===== config.mk =====
export PLATFORM = sky130hd
export DESIGN_NAME = game_controller
export DESIGN_NICKNAME = d
export VERILOG_FILES = /design/src/rtl/game_controller.sv
export SDC_FILE = /design/constraint.sdc
export NUM_CORES = 1
export LEC_CHECK = 0
export CORE_UTILIZATION = 30
export CTS_CLUSTER_DIAMETER = 100
export DETAILED_ROUTE_END_ITERATION = 10
export GPL_TIMING_DRIVEN = 0
export MAX_ROUTING_LAYER = met4
export PLACE_DENSITY = 0.56
export REMOVE_ABC_BUFFERS = 1
export SLEW_MARGIN = 20
export SYNTH_ARGS = -nofsm -noshare
export SYNTH_HDL_FRONTEND = slang
export SYNTH_SLANG_ARGS = --single-unit

===== constraint.sdc =====
create_clock -name clk -period 1.94 [get_ports clk]
set_input_delay 0.291 -clock clk [delete_from_list [all_inputs] [get_ports clk]]
set_output_delay 0.291 -clock clk [all_outputs]
set_load 0.1 [all_outputs]

===== src/rtl/game_controller.sv =====
// Chip-invaders game sequencer: derives the frame tick from vsync, latches per-frame
// collisions, keeps score/lives/wave and runs the attract/play/death/wave/over FSM.
module game_controller #(
    parameter logic VS_POL        = 1'b1,
    parameter int   START_LIVES   = 3,
    parameter int   SCORE_PER_HIT = 1,
    parameter int   DEATH_FRAMES  = 60,
    parameter int   WAVE_FRAMES   = 60,
    parameter int   OVER_FRAMES   = 180
) (
    input  logic       clk,
    input  logic       rst_n,
    input  logic       vsync,
    input  logic       display_on,
    input  logic       laser_gfx,
    input  logic       alien_pixel,
    input  logic       cannon_gfx,
    input  logic       bomb_gfx,
    input  logic       aliens_cleared,
    input  logic       start,
    output logic [2:0] state,
    output logic       game_active,
    output logic       freeze,
    output logic [7:0] score,
    output logic [1:0] lives,
    output logic [3:0] wave,
    output logic       hit_alien,
    output logic       formation_reset,
    output logic       cannon_reset
);

    typedef enum logic [2:0] {
        ST_ATTRACT    = 3'd0,
        ST_PLAYING    = 3'd1,
        ST_DYING      = 3'd2,
        ST_WAVE_CLEAR = 3'd3,
        ST_GAME_OVER  = 3'd4
    } state_t;

    localparam logic [7:0] DEATH_LAST = 8'(DEATH_FRAMES - 1);
    localparam logic [7:0] WAVE_LAST  = 8'(WAVE_FRAMES - 1);
    localparam logic [7:0] OVER_LAST  = 8'(OVER_FRAMES - 1);

    state_t     state_q, state_d;
    logic       vsync_q, vs_edge, frame_tick;
    logic       laser_hit_f, player_hit_f;
    logic       laser_px, bomb_px, playing;
    logic [7:0] timer_q, timer_d;
    logic [7:0] score_d;
    logic [1:0] lives_d;
    logic [3:0] wave_d;
    logic       armed_q, armed_d;
    logic       form_d, cannon_d;
    logic [8:0] score_sum;

    assign vs_edge     = (vsync == VS_POL) && (vsync_q != VS_POL);
    assign playing     = (state_q == ST_PLAYING);
    assign laser_px    = display_on & laser_gfx & alien_pixel;
    assign bomb_px     = display_on & bomb_gfx & cannon_gfx;
    assign state       = state_q;
    assign game_active = playing;
    assign freeze      = ~playing;
    assign hit_alien   = laser_hit_f;

    // An overlap on the tick cycle itself belongs to the frame that is just starting.
    always_ff @(posedge clk or negedge rst_n) begin
        if (!rst_n) begin
            vsync_q      <= 1'b0;
            frame_tick   <= 1'b0;
            laser_hit_f  <= 1'b0;
            player_hit_f <= 1'b0;
        end else begin
            vsync_q    <= vsync;
            frame_tick <= vs_edge;
            if (frame_tick) begin
                laser_hit_f  <= playing & laser_px;
                player_hit_f <= playing & bomb_px;
            end else begin
                laser_hit_f  <= laser_hit_f  | (playing & laser_px);
                player_hit_f <= player_hit_f | (playing & bomb_px);
            end
        end
    end

    always_comb begin
        state_d   = state_q;
        timer_d   = timer_q;
        score_d   = score;
        lives_d   = lives;
        wave_d    = wave;
        armed_d   = armed_q;
        form_d    = 1'b0;
        cannon_d  = 1'b0;
        score_sum = {1'b0, score} + 9'(SCORE_PER_HIT);
        case (state_q)
            ST_ATTRACT: begin
                if (frame_tick) begin
                    if (start && armed_q) begin
                        state_d  = ST_PLAYING;
                        score_d  = 8'd0;
                        lives_d  = 2'(START_LIVES);
                        wave_d   = 4'd0;
                        form_d   = 1'b1;
                        cannon_d = 1'b1;
                        armed_d  = 1'b0;
                    end else if (!start) begin
                        armed_d = 1'b1;
                    end
                end
            end
            ST_PLAYING: begin
                if (frame_tick) begin
                    if (laser_hit_f)
                        score_d = score_sum[8] ? 8'hFF : score_sum[7:0];
                    if (player_hit_f) begin
                        lives_d = (lives == 2'd0) ? 2'd0 : lives - 2'd1;
                        state_d = ST_DYING;
                    end else if (aliens_cleared) begin
                        wave_d  = wave + 4'd1;
                        state_d = ST_WAVE_CLEAR;
                    end
                end
            end
            ST_DYING: begin
                if (frame_tick) begin
                    if (timer_q == DEATH_LAST) begin
                        state_d  = (lives == 2'd0) ? ST_GAME_OVER : ST_PLAYING;
                        cannon_d = (lives != 2'd0);
                    end else begin
                        timer_d = timer_q + 8'd1;
                    end
                end
            end
            ST_WAVE_CLEAR: begin
                if (frame_tick) begin
                    if (timer_q == WAVE_LAST) begin
                        state_d = ST_PLAYING;
                        form_d  = 1'b1;
                    end else begin
                        timer_d = timer_q + 8'd1;
                    end
                end
            end
            ST_GAME_OVER: begin
                if (frame_tick) begin
                    if (timer_q == OVER_LAST) begin
                        state_d = ST_ATTRACT;
                        armed_d = 1'b0;
                    end else begin
                        timer_d = timer_q + 8'd1;
                    end
                end
            end
            default: begin
                state_d = ST_ATTRACT;
            end
        endcase
        // Every state entry restarts the frame timer.
        if (state_d != state_q)
            timer_d = 8'd0;
    end

    always_ff @(posedge clk or negedge rst_n) begin
        if (!rst_n) begin
            state_q         <= ST_ATTRACT;
            timer_q         <= 8'd0;
            score           <= 8'd0;
            lives           <= 2'(START_LIVES);
            wave            <= 4'd0;
            armed_q         <= 1'b0;
            formation_reset <= 1'b0;
            cannon_reset    <= 1'b0;
        end else begin
            state_q         <= state_d;
            timer_q         <= timer_d;
            score           <= score_d;
            lives           <= lives_d;
            wave            <= wave_d;
            armed_q         <= armed_d;
            formation_reset <= form_d;
            cannon_reset    <= cannon_d;
        end
    end

endmodule


==> flow_metrics.tcl, run 1 <==
set metrics [dict create \
    synth_edf_count 0 \
    clk_path_buf_depth 2 \
    die-area_um2 6040 \
    worstPathArrival_ns 1.59 \
    hold_viol_final 0 \
    rows 27 \
    setup_viol 0 \
    ant_nets 0 \
    root_buffer "clkbuf_8" \
    fin_area_um2 2240 \
    met1Wirelength_um 1880 \
    numCtsBuffers 5 \
    post-route-util 0.406 \
    dp_hpwl_um 2710 \
    tightest_slew_ns 0.966 \
    min_period_over_period 0.970 \
    die_w_um 77.7 \
    tritoncts "done" \
    reg2regPathDepth 5 \
    syn_to_final_growth_pct 30.0 \
    p_per_area_nw_per_um2 684 \
    ys_ff_latch 32 \
    final_common_cell "dfrtp_1" \
    grt_max_degree 28 \
    crit_chain "dlygate4sd2_1" \
    io_buffers 31 \
    avgSynthCellArea_um2 9.45 \
    cp-start-kind "flop" \
    cpLargestDelayFamily "buffers and inverters" \
    gp_congestion 0.767 \
    clkLatencyLatePin_ns 0.28 \
    critical_path_class "flop to output pin" \
    grt_overflow_total 0 \
    slowest_stage "dlygate4sd2_1" \
    fin_ws_ns 0.0582 \
    fillers 562 \
    status "finished, final reports clean" \
    synth_cell_type_count 51 \
    initial_core_util 0.312 \
    die_y_um 77.7 \
    maxCapViolations 0 \
    maxSlewViolCount 0 \
    num_antenna_cells 0 \
    io_pins 32 \
    fmax_ghz 0.531 \
    grt_pass1_vias 1382 \
    synth_cells 182 \
    finalPower_mw 1.53 \
    drive_above_1_share 0.183 \
    grt_pass1_wl_um 6600 \
    cts_sinks 32 \
    hold_class "primary input to async pin" \
    clk_pin_slew_ns 0.06 \
    vias 1483 \
    wl_um 3930 \
    top_layer_used "met4" \
    ir_drop_mv 0.346 \
    required_ns 1.65 \
    finClkSkew_ns 0.00351 \
    rsz0062_at_grt "no" \
    synthesis.area_um2 1720 \
    wire_per_inst_um 13.5 \
    worst_path_largest_cell_delay_ns 0.88 \
    place_ws_ns -0.685 \
    yosys_warnings 0 \
    vias_per_cell 5.10 \
    antenna_found_initial 0 \
    end_kind "output pin" \
    grt_usage 0.145 \
    yosysSeqAreaShare 0.467 \
    relSlewSlack 0.358 \
    core_um2 5510 \
    post_dp_cell_area_um2 2100 \
    cp_max_fo 6 \
    dr_wl_met2_um 1790 \
    drc 0 \
    first_iter_violations 142 \
    met3_length_um 191 \
    cp_num_buf_inv 1 \
    worstSetupPathDepth 1 \
    period_needed_ns 1.88 \
    h-tree-depth 2 \
    mostFrequentLayoutCells "dfrtp_1 (26), nand2_1 (19), nor2_1 (16)" \
    synth_ff_type "dfrtp_1" \
    firstDrtPassIters 4 \
    p_leak_nw 0.949 \
    ys_async_sr_fraction 1.00 \
    layout.nets 231 \
]
## cell usage after synthesis, types with 2 or more instances
| master | n | area [um^2] |
|---|---|---|
| buf_2 | 2 | 10.0 |
| nor2_1 | 16 | 60.1 |
| a31oi_1 | 3 | 18.8 |
| a211oi_2 | 2 | 25.0 |
| and2_1 | 2 | 12.5 |
| mux2_2 | 2 | 22.5 |
| dfrtp_1 | 30 | 751 |
| nand4_1 | 9 | 56.3 |
| o31ai_1 | 4 | 30.0 |
| inv_1 | 7 | 26.3 |
| dfstp_2 | 2 | 52.6 |
| xor2_1 | 7 | 61.3 |
| nand3_1 | 7 | 35.0 |
| nor4_1 | 2 | 12.5 |
| ha_1 | 3 | 37.5 |
| inv_2 | 2 | 7.51 |
| nor2b_1 | 3 | 18.8 |
| o21ai_0 | 11 | 55.1 |
| o21ai_1 | 2 | 10.0 |
| or3_1 | 2 | 12.5 |
| nand2b_1 | 4 | 25.0 |
| clkbuf_1 | 2 | 7.51 |
| nand2_1 | 19 | 71.3 |
| o211ai_1 | 2 | 15.0 |
| a21oi_1 | 11 | 55.1 |
## metal layers
| metal | track usage | up-vias |
|---|---|---|
| met5 | - | - |
| met4 | 0.0623 | 0 |
| met3 | 0.0271 | 7 |
| met2 | 0.216 | 40 |
| met1 | 0.191 | 706 |
| li1 | - | 730 |
## final timing paths
| path | slack, ns | start | end |
|---|---|---|---|
| max | 0.06 | score[4]$_DFFE_PN0P_ | score[4] |
| min reg2reg | 0.39 | vsync_q$_DFF_PN0_ | frame_tick$_DFF_PN0_ |
| min in group clk | 0.39 | vsync_q$_DFF_PN0_ | frame_tick$_DFF_PN0_ |
| max in group asynchronous | 1.10 | rst_n | lives[1]$_DFFE_PN1P_ |
| min | 0.39 | rst_n | score[0]$_DFFE_PN0P_ |
| max reg2reg | 0.09 | frame_tick$_DFF_PN0_ | score[7]$_DFFE_PN0P_ |
## through the flow
step	setup TNS, ns	hold slack [ns]	std cells
after floorplan	-22.08	-0.00459	176
after global placement	-9.58	0.382	279
after detailed placement	-4.85	0.144	280
after CTS	-0.00374	0.385	291
after global routing	0	0.397	291
final	0	0.387	291
## cell families after synthesis
group           Yosys count  share of synthesized area
compound gates           44                      0.167
flops                    32                      0.467
xor+xnor                  8                     0.0407
fa+ha+maj                 3                     0.0218
simple gates             77                      0.244
buf+inv                  15                     0.0407
mux                       3                     0.0189
## registers in the layout, summed over array words and instances, names as in the netlist
register and flops:
armed_q 1, cannon_reset 1, formation_reset 1, frame_tick 1, hit_alien 1, lives 2
player_hit_f 1, score 8, state 3, timer_q 8, vsync_q 1, wave 4
## power by group
part	switching, mW	leakage, nW	internal, mW	total [mW]
Clock	0.236	0.0455	0.289	0.525
Combinational	0.104	0.505	0.0997	0.204
Sequential	0.0761	0.399	0.725	0.801
Total	0.416	0.949	1.11	1.53
## layout make-up
cell class | count | area, um^2 | area share
clock buffer | 8 | 90.1 | 0.0403
inverter | 9 | 38.8 | 0.0173
multi-input combinational | 135 | 877 | 0.392
sequential | 32 | 808 | 0.362
tap | 72 | 90.1 | 0.0403
timing repair buffer | 35 | 332 | 0.148
## what timing repair did
| action | 4_1_cts | 5_1_grt |
|---|---|---|
| setup buffers | 2 | 0 |
| hold endpoints to repair | 5 | 0 |
| pin swaps | 1 | 2 |
| hold buffers | 1 | 0 |
| resized for setup | 49 | 7 |
| endpoints found under the setup margin | 38 | 16 |
(Power assumes the default switching activity.)
==> run 2: changes to the inputs <==
CORE_UTILIZATION = 36   (was 30)
PLACE_DENSITY = 0.64   (was 0.56)
==> run 2 against run 1 <==
The run now ends with DRC left. Final cell count shrank 6.5%. Clock skew about the same. Wire length down 0.33%. Via count grew 0.47%. Fmax is 0.32% lower. Critical path type unchanged. Combinational power increased by 3%. Register-to-register slack gained 0.03 ns. Largest cell class unchanged. Clock power up 22%.
==> flow_metrics.tcl, run 2 (same netlist as run 1, synthesis figures left out) <==
set metrics [dict create \
    status "finished with violations" \
    violations "DRC" \
    antenna_found_initial 0 \
    fin_area_um2 2240 \
    fmax_ghz 0.530 \
    ir_drop_mv 0.340 \
    dp_hpwl_um 2680 \
    globalRouteMet2Util 0.270 \
    top_usage_layer "met2" \
    relSlewSlack 0.358 \
    drc 4 \
    wl_um 3920 \
    worstSetupPathDepth 1 \
    grt_usage 0.178 \
    fin_ws_ns 0.0522 \
    reg2regPathDepth 5 \
    firstDrtPassIters 9 \
    clkLatencyLatePin_ns 0.28 \
    reg2reg_from "frame_tick$_DFF_PN0_" \
    p_leak_nw 0.967 \
    rows 24 \
    tritoncts "done" \
    critical_path_class "flop to output pin" \
    use_met3 0.0299 \
    clk_path_buf_depth 2 \
    place_ws_ns -0.638 \
    io_pins 32 \
    finalHoldWorstSlack_ns 0.389 \
    tightest_slew_ns 0.966 \
    endpoint "score[5]" \
    required_ns 1.65 \
    core_um2 4470 \
    maxCapViolations 0 \
    gp_congestion 0.824 \
    drive_above_1_share 0.186 \
    r2r_slack_ns 0.12 \
    worstPathArrival_ns 1.60 \
    end_kind "output pin" \
    hold_class "flop to flop" \
    layout.nets 232 \
    grt_overflow_total 0 \
    cpLargestDelayFamily "buffers and inverters" \
    cts_sinks 32 \
    period_needed_ns 1.89 \
    grt_pass1_wl_um 6870 \
    wire_per_inst_um 14.4 \
    die-area_um2 5060 \
    hold_viol_final 0 \
    post_dp_cell_area_um2 2080 \
    vias_per_cell 5.48 \
    final_common_cell "dfrtp_1" \
    mostFrequentLayoutCells "dfrtp_1 (27), nand2_1 (19), nor2_1 (16)" \
    cp_num_buf_inv 1 \
    crit_chain "clkdlybuf4s15_1" \
    num_antenna_cells 0 \
    slowest_stage "clkdlybuf4s15_1" \
    grt_max_degree 23 \
    die_y_um 71.1 \
    gr-usage-met1 0.239 \
    p_per_area_nw_per_um2 738 \
    setup_viol 0 \
    vias 1490 \
    place_inst 260 \
    initial_core_util 0.385 \
    die_w_um 71.1 \
    min_period_over_period 0.973 \
    maxSlewViolCount 0 \
    crit_path_start "score[5]$_DFFE_PN0P_" \
    clk_pin_slew_ns 0.07 \
    instances_no_fill 272 \
    cp_max_fo 7 \
    io_buffers 31 \
    cp-start-kind "flop" \
    worstReg2RegEnd "wave[3]$_DFFE_PN0P_" \
    first_iter_violations 89 \
    syn_to_final_growth_pct 30.0 \
    rsz0062_at_grt "no" \
    top_regs "score (8), timer_q (8), wave (4)" \
    grt_pass1_vias 1450 \
    worst_path_largest_cell_delay_ns 0.86 \
    ant_nets 0 \
    finClkSkew_ns 0.00372 \
    numCtsBuffers 5 \
    h-tree-depth 2 \
    root_buffer "clkbuf_8" \
]
## run 2: cell types whose count changed in the layout (fill, tap and decap cells not counted), sizes merged
| cell | previous run | this run |
|---|---|---|
| dlygate4sd2 | 13 | 12 |
| bufinv | 0 | 1 |
| buf | 6 | 7 |
| clkdlybuf4s15 | 6 | 7 |
| clkinv | 0 | 1 |
| clkbuf | 9 | 7 |
## run 2: through the flow
step / util / power (mW) / TNS (ns)
after global placement: 0.460 / 1.00 / -7.61
after global routing: 0.500 / 1.73 / 0
final: 0.500 / 1.65 / 0
after CTS: 0.497 / 1.66 / 0
after detailed placement: 0.465 / 1.02 / -5.13
after floorplan: - / 0.931 / -22.08
## run 2: power by group
group,switching (mW),internal [mW]
sequential,0.0749,0.724
clock,0.259,0.381
combinational,0.107,0.103
## run 2: timing repair
item / 4_1_cts / 5_1_grt
endpoints found under the hold margin: 8 / 0
hold buffers: 1 / 0
endpoints found under the setup margin: 38 / 13
buffers inserted: 3 / 0
resized for setup: 49 / 6
pin swaps: 1 / 0
## run 2: how the worst min path moves through the flow
stage	depth (start not counted)	end	from	slack [ns]
after floorplan	0	armed_q$_DFFE_PN0P_	rst_n	-0.005
after global routing	1	frame_tick$_DFF_PN0_	vsync_q$_DFF_PN0_	0.43
final	1	frame_tick$_DFF_PN0_	vsync_q$_DFF_PN0_	0.39
after detailed placement	1	timer_q[6]$_DFFE_PN0P_	rst_n	0.20
after global placement	1	frame_tick$_DFF_PN0_	vsync_q$_DFF_PN0_	0.38
after CTS	1	frame_tick$_DFF_PN0_	vsync_q$_DFF_PN0_	0.39
## run 2: final cells by class
class / count / area [um^2]
clock inverters: 2 / 35.0
fillers: 435 / 2240
flip-flops and latches: 32 / 807
multi-input cells: 135 / 870
clock buffers: 6 / 72.6
inverters: 9 / 38.8
well taps: 52 / 65.1
repair buffers: 36 / 348
## run 2: metal layers
layer	wire length, um	vias to the layer above
li1	-	732
met1	1870	716
met2	1840	35
met3	152	7
met4	63	0
met5	0	-
==> run 3: changes to the inputs <==
TNS_END_PERCENT = 100   (was unset)
clock period = 2.45 ns   (was 1.94 ns; I/O delays follow)
==> run 3 against run 2 <==
The flow still finishes with violations (DRC). Highest routed layer unchanged. Core utilization shrank 0.81 points. Largest cell class unchanged. Critical path type unchanged. Via count decreased by 1.9%. Clock skew grew 0.0012 ns. Register-to-register slack improved by 0.14 ns. Sequential power is 21% lower. Design area shrank 1.6%.
==> flow_metrics.tcl, run 3 (same netlist as run 1, synthesis figures left out) <==
set metrics [dict create \
    tightest_slew_ns 0.977 \
    hold_class "flop to flop" \
    cp-start-kind "flop" \
    setup_viol 0 \
    crit_chain "clkdlybuf4s50_1" \
    firstDrtPassIters 7 \
    clk_path_buf_depth 2 \
    cp_max_fo 10 \
    fmax_ghz 0.418 \
    wl_um 3870 \
    min_period_over_period 0.975 \
    grt_usage 0.173 \
    met3_length_um 160 \
    drc 4 \
    grt_pass1_wl_um 6670 \
    layout.nets 229 \
    required_ns 2.08 \
    syn_to_final_growth_pct 27.9 \
    num_antenna_cells 0 \
    first_iter_violations 91 \
    antenna_found_initial 0 \
    cp_num_buf_inv 1 \
    worst_path_largest_cell_delay_ns 1.20 \
    worstPathArrival_ns 2.02 \
    core_um2 4470 \
    place_ws_ns -0.205 \
    maxCapViolations 0 \
    hold_end "frame_tick$_DFF_PN0_" \
    worstReg2RegEnd "score[7]$_DFFE_PN0P_" \
    die_y_um 71.1 \
    rsz0062_at_grt "no" \
    clk_pin_slew_ns 0.07 \
    final_common_cell "dfrtp_1" \
    vias_per_cell 5.43 \
    fin_area_um2 2200 \
    p_leak_nw 0.903 \
    rows 24 \
    mostFrequentLayoutCells "dfrtp_1 (30), clkdlybuf4s50_1 (27), nand2_1 (19)" \
    cts_sinks 32 \
    end_kind "output pin" \
    io_buffers 31 \
    status "finished with violations" \
    crit_path_start "state[1]$_DFF_PN0_" \
    top_layer_used "met4" \
    gp_congestion 0.824 \
    post_dp_cell_area_um2 2080 \
    post-route-util 0.492 \
    reg2regPathDepth 5 \
    wire_per_inst_um 14.4 \
    reg2reg_from "frame_tick$_DFF_PN0_" \
    worst_hold_startpoint "vsync_q$_DFF_PN0_" \
    grt_pass1_vias 1420 \
    fin_ws_ns 0.0603 \
    finClkSkew_ns 0.00496 \
    period_needed_ns 2.39 \
    hold_depth 1 \
    r2r_slack_ns 0.26 \
    ir_drop_mv 0.269 \
    tritoncts "done" \
    vias 1461 \
    dp_hpwl_um 2680 \
    clkLatencyLatePin_ns 0.28 \
    p_per_area_nw_per_um2 591 \
    die-area_um2 5060 \
    grt_overflow_total 0 \
    finalSetupTns_ns 0 \
    finalPower_mw 1.30 \
    fillers 433 \
    cpLargestDelayFamily "buffers and inverters" \
    relSlewSlack 0.347 \
    initial_core_util 0.385 \
    violations "DRC" \
    drive_above_1_share 0.124 \
    top_regs "score (8), timer_q (8), wave (4)" \
    h-tree-depth 2 \
    io_pins 32 \
    ant_nets 0 \
    root_buffer "clkbuf_8" \
    slowest_stage "clkdlybuf4s50_1" \
    hold_viol_final 0 \
    grt_max_degree 23 \
    dr_wl_met2_um 1770 \
    met1Wirelength_um 1880 \
    critical_path_class "flop to output pin" \
    die_w_um 71.1 \
    maxSlewViolCount 0 \
    numCtsBuffers 5 \
]
## run 3: cell type report
type,count,area [um^2],share of cell area
multi-input combinational,135,855,0.389
inverter,9,33.8,0.0154
clock buffer,6,72.6,0.0330
sequential,32,803,0.365
clock inverter,2,35.0,0.0159
timing repair buffer,33,335,0.152
tap,52,65.1,0.0296
## run 3: through the flow
| step | hold slack [ns] | instances |
|---|---|---|
| final | 0.393 | 269 |
| after floorplan | 0.0719 | 176 |
| after detailed placement | 0.277 | 260 |
| after global placement | 0.380 | 259 |
| after global routing | 0.432 | 269 |
| after CTS | 0.393 | 269 |
## run 3: timing repair
item | 4_1_cts | 5_1_grt
endpoints found under the setup margin | 2 | 5
hold buffers | 1 | 0
gates resized for setup | 4 | 6
hold endpoints to repair | 8 | 0
setup buffers | 0 | 0
## run 3: per-layer routing
layer	vias up	global-route usage
met5	-	-
li1	727	-
met1	694	0.232
met4	0	0.0689
met3	7	0.0299
met2	33	0.261
## run 3: worst max-delay path by stage
stage,endpoint,slack (ns),depth (start not counted)
floorplan,score[7]$_DFFE_PN0P_,-1.07,6
global placement,game_active,-0.21,4
detailed placement,game_active,-0.20,3
CTS,state[0],0.01,1
global route,state[1],0.02,1
finish,state[1],0.06,1
## run 3: power breakdown
group | internal, mW | switching, mW | total, mW
sequential | 0.573 | 0.0587 | 0.632
clock | 0.302 | 0.205 | 0.507
combinational | 0.0784 | 0.0833 | 0.162
total | 0.954 | 0.347 | 1.30
==> RTL edit 1: new RTL, settings of run 2 <==
`DEATH_FRAMES`: 60 -> 30.
--- a/src/rtl/game_controller.sv
+++ b/src/rtl/game_controller.sv
@@ -6,3 +6,3 @@
     parameter int   SCORE_PER_HIT = 1,
-    parameter int   DEATH_FRAMES  = 60,
+    parameter int   DEATH_FRAMES  = 30,
     parameter int   WAVE_FRAMES   = 60,
Check against the original RTL: no difference found for any inputs over 10 cycles, from zero or initial values and one cycle with rst_n low; that may be too few to reach the edited logic, so the function may still have changed.
==> RTL edit 1 against run 2 <==
- the run ends with negative setup slack left
- setup slack lost 86 ps
- cell area rose by 6.2%
- wire length increased by 3.5%
- global-route usage fell by 0.47 points
- hold slack got worse by 340 ps
- area after synthesis grew 2.7%
- total power increased by 8.5%
- sequential cell count stayed put
- critical endpoint is now timer_q[4]
- largest cell class unchanged
==> RTL edit 1: results (changes against run 2) <==
status=finished with violations; failing checks=negative setup slack; GR Layer Usage met1=22.53% (-1.4 points); Overall Global Routing Usage=17.35% (-0.47 points); Synth warnings=0 (unchanged); setup ws final=-34.23 ps (-86.46 ps); TritonRoute pass-1 iters=4 (-5); # port buffers=31 (unchanged); synth cell count leaders=dfrtp_1 (30), nand2_1 (15), a21oi_1 (14), nand3_1 (14), inv_1 (12); Final setup violation count=5 (+5); Hold WS=45.84 ps (-343.3 ps); static leakage power=1.039 nW (+7.4%); top flop regs=score (8), timer_q (8), wave (4); first-pass GRT wire length=6624 microns (-3.5%); vias in the first global route=1364 (-5.9%); DP Wirelength=2737 microns (+2.1%); global routing met2 resource utilization=25.68% (-1.3 points); share of flip-flops with an asynchronous set or reset=100.0% (unchanged); Critical path origin=timer_q[2]; critical path arrival=2130 ps (+530 ps); CP delay by family, top=compound AO/OA/AOI/OAI gates; Antenna diodes=0 (unchanged); share of layout cells above drive strength 1=25.45% (+6.8 points); Unique masters post-synth=49 (-3.9%); filler instances=453 (+4.1%); met3 Use GR=3.472% (+0.48 points); maximum vdd drop=0.3724 mV (+9.4%); max incr delay on CP=440 ps (-420 ps); initial antenna violation count=0 (unchanged); Max H-tree Level=2 (unchanged); Hold Crit Class=in2async; Reg clk slew, reported paths=70 ps (about the same); Root Driver=clkbuf_8; Worst R2R End=timer_q[4]; synth top area cells=dfrtp_1 (42%), a21oi_1 (4.0%), nand3_1 (4.0%), nand2_1 (3.2%), dfstp_2 (3.0%); Clock Tree Buf Depth=2 (unchanged); GPL Wtd Cong=0.7971 (-3.2%); Max Clock Skew=7.313 ps (+3.596 ps); Slew @ Worst Pin=969.1 ps (+2.650 ps); vias per cell=5.251 (-4.1%); register area share after synthesis=45.47% (-1.2 points); drt initial violations=112 (+26%); largest net degree at the start of global routing=33 (+43%); R2R cell count=6 (+1); Final Net Count=237 (+2.2%); Critical-path top delay cell=dfrtp_2; TritonCTS buffer count=5 (unchanged); Avg WL per Cell=13.93 microns (-3.3%); maximum fanout along the worst path=8 (+1); worst-skew pair later-pin latency=290 ps
-- RTL edit 1: cell types whose count changed in the layout (fill, tap and decap cells not counted), sizes merged, moves of 3 or more --
cell	before	now
buf	7	14
nor2	16	9
nand3	8	14
a21oi	12	17
o21ai	13	8
nand2	19	15
nand2b	4	0
nand4	9	5
xor2	7	3
a311oi	0	3
inv	9	12
-- RTL edit 1: how the worst max path moves through the flow --
stage	endpoint	slack, ps	cells after the start
CTS	timer_q[0]	-9	6
detailed placement	game_active	-580	4
global route	timer_q[0]	-130	6
floorplan	freeze	-1880	3
finish	timer_q[4]	-30	6
global placement	game_active	-550	4
-- RTL edit 1: per-stage QoR --
step | worst slack [ps] | TNS, ps | utilization [%] | std cells | area, sq um
after floorplan | -1877 | -10790 | - | 174 | 1727
after global placement | -555.0 | -3805 | 44.90 | 272 | 2121
after detailed placement | -578.7 | -2386 | 44.79 | 272 | 2116
after CTS | -8.823 | -8.823 | 49.51 | 291 | 2338
after global routing | -134.9 | -761.6 | 50.28 | 291 | 2375
final | -34.23 | -129.1 | 50.28 | 291 | 2375
-- RTL edit 1: kinds of logic after synthesis --
| kind of cell | count (synthesis) | synth area share [%] |
|---|---|---|
| flops | 32 | 45.47 |
| buf+inv | 18 | 4.816 |
| xor+xnor | 3 | 1.488 |
| fa+ha+maj | 4 | 2.833 |
| simple gates | 73 | 23.73 |
| compound gates | 49 | 21.04 |
| mux | 1 | 0.6373 |
-- RTL edit 1: timing repair --
| item | CTS | global route |
|---|---|---|
| gates resized for setup | 54 | 13 |
| pin swaps | 6 | 0 |
| cloned | 0 | 0 |
| buffers inserted | 11 | 0 |
| setup endpoints to repair | 30 | 15 |
-- RTL edit 1: cell type report --
class	count	area (sq um)	area share, %
Inverter	12	45.04	1.897
Tap cell	67	83.83	3.530
Clock inverter	2	35.03	1.475
Timing Repair Buffer	42	386.6	16.28
Multi-Input combinational cell	130	940.9	39.62
Sequential cell	32	810.8	34.14
Clock buffer	6	72.57	3.056
-- RTL edit 1: per-layer routing --
metal / wire length, microns / vias to the layer above / share of wire (%)
met1: 1893 / 739 / 47
met3: 109 / 7 / 2.7
met4: 87 / 0 / 2.1
li1: - / 750 / -
met2: 1962 / 32 / 48
met5: 0 / - / 0
-- RTL edit 1: where the power goes --
part | switching [mW] | total (mW) | internal [mW]
clock network | 0.249 | 0.630 | 0.381
logic | 0.174 | 0.388 | 0.214
registers | 0.0514 | 0.771 | 0.720
==> RTL edit 2: new RTL, config.mk and constraints of run 2 <==
Without the edit above. Register the input `laser_gfx` before use, cleared by the reset. The logic sees it one clock later. The other inputs are not delayed to match.
--- a/src/rtl/game_controller.sv
+++ b/src/rtl/game_controller.sv
@@ -43,2 +43,12 @@
 
+    logic laser_gfx_q;
+
+    always_ff @(posedge clk or negedge rst_n) begin
+        if (!rst_n) begin
+            laser_gfx_q <= '0;
+        end else begin
+            laser_gfx_q <= laser_gfx;
+        end
+    end
+
     state_t     state_q, state_d;
@@ -57,3 +67,3 @@
     assign playing     = (state_q == ST_PLAYING);
-    assign laser_px    = display_on & laser_gfx & alien_pixel;
+    assign laser_px    = display_on & laser_gfx_q & alien_pixel;
     assign bomb_px     = display_on & bomb_gfx & cannon_gfx;
Formal check against the unedited RTL: not equivalent (Yosys sat finds a counterexample within 10 cycles, from zero or initial values and one cycle with rst_n low).
==> RTL edit 2 against run 2 <==
- the run ends with design-rule violations, negative setup slack left
- largest cell class unchanged
- wire length increased by 1.9%
- utilization is 1.5 points higher
- synthesized cell count shrank 3.8%
- sequential cell count increased by 1
- cell area is 3.7% higher
- highest routed layer unchanged
- area after synthesis is 0.80% higher
- setup slack got worse by 70 ps
- first-iteration DRC count is 19% lower
- total power up 0.56%
==> RTL edit 2: results (changes against run 2) <==
status=finished with violations; failing checks=design-rule violations, negative setup slack; vias per cell=5.616 (+2.5%); comb_multi_in=128 (-5.2%); maximum fanout along the worst path=5 (-2); synth cell count leaders=dfrtp_1 (31), a21oi_1 (16), nand2_1 (12), nor2_1 (12), o21ai_0 (12); max incr delay on CP=470 ps (-390 ps); Clock-cell share=3.722% (-1.1 points); share of layout cells above drive strength 1=24.66% (+6.0 points); Max Clock Skew=5.996 ps (+2.279 ps); GPL Wtd Cong=0.7625 (-7.4%); Post-DP Area=2090 sq um (+0.36%); Avg WL per Cell=14.73 microns (+2.3%); CP delay by family, top=simple AND/OR/NAND/NOR gates; DP Wirelength=2608 microns (-2.8%); Post-Synth XOR/XNOR Area=3.030% (-1.0 points); TritonRoute pass-1 iters=8 (-1); routed via count=1522 (+2.1%); setup ws final=-17.57 ps (-69.79 ps); synth top area cells=dfrtp_1 (45%), a21oi_1 (4.6%), o21ai_0 (3.5%), nand3_1 (3.2%), dfstp_2 (3.0%); register area share after synthesis=47.76% (+1.1 points); critical path arrival=2180 ps (+580 ps); drc violations=6 (+2); Final setup violation count=1 (+1); Synth Area in Adders=2.165% (-0.017 points); Signal buffers=41 (+14%); first-pass GRT wire length=6479 microns (-5.6%); maximum vdd drop=0.4297 mV (+26%); CTS Sinks=33 (+3.1%); filler instances=416 (-4.4%); vias in the first global route=1390 (-4.1%); Critical-path top delay cell=or4_4; Overall Global Routing Usage=16.90% (-0.93 points); Seq/total area=35.87% (-0.23 points); Final Net Count=231 (-0.43%); Place WS=-585.5 ps (+52.71 ps)
## RTL edit 2: cell types whose count changed after synthesis, moves of 3 or more
cell     before  now
xor2_1        7    3
nand2_1      19   12
nor2_1       16   12
nand4_1       9    4
a21oi_1      11   16
and3_1        1    4
nand3_1       7   11
## RTL edit 2: cell families (layout without fill, tap and decap cells)
logic type	count (synthesis)	after routing
adder cells (fa/ha/maj)	3	3
flip-flops	33	33
buffers and inverters	15	58
multiplexers	3	3
AND/OR/NAND/NOR	66	67
AO/OA/AOI/OAI	49	49
XOR/XNOR	6	6
## RTL edit 2: final timing paths
path / startpoint / endpoint / slack [ps] / cells after the start
max in group asynchronous: rst_n / state[0] / 1080 / 3
setup / recovery: timer_q[1] / timer_q[5] / -20 / 6
hold / removal: vsync_q / frame_tick / 400 / 1
hold reg to reg: vsync_q / frame_tick / 400 / 1
setup reg to reg: timer_q[1] / timer_q[5] / -20 / 6
min in group asynchronous: rst_n / frame_tick / 430 / 2
## RTL edit 2: stage by stage
stage | hold WS, ps | power, mW
floorplan | -4.591 | 0.9633
global placement | 382.7 | 1.034
detailed placement | 213.3 | 1.048
CTS | 405.9 | 1.594
global route | 422.4 | 1.751
finish | 399.2 | 1.658
## RTL edit 2: layer usage
metal	part of all wire (%)	track usage, %	vias to the layer above	routed length, microns
li1	-	-	734	-
met3	4.8	4.923	7	191
met1	47	20.93	739	1857
met5	0	-	-	0
met4	1.1	5.111	0	42
met2	48	26.77	42	1900
## RTL edit 2: power breakdown
| part | internal [mW] | switching [mW] | leakage (nW) |
|---|---|---|---|
| clock network | 0.248 | 0.275 | 0.0439 |
| logic | 0.173 | 0.129 | 0.579 |
| registers | 0.748 | 0.0848 | 0.421 |
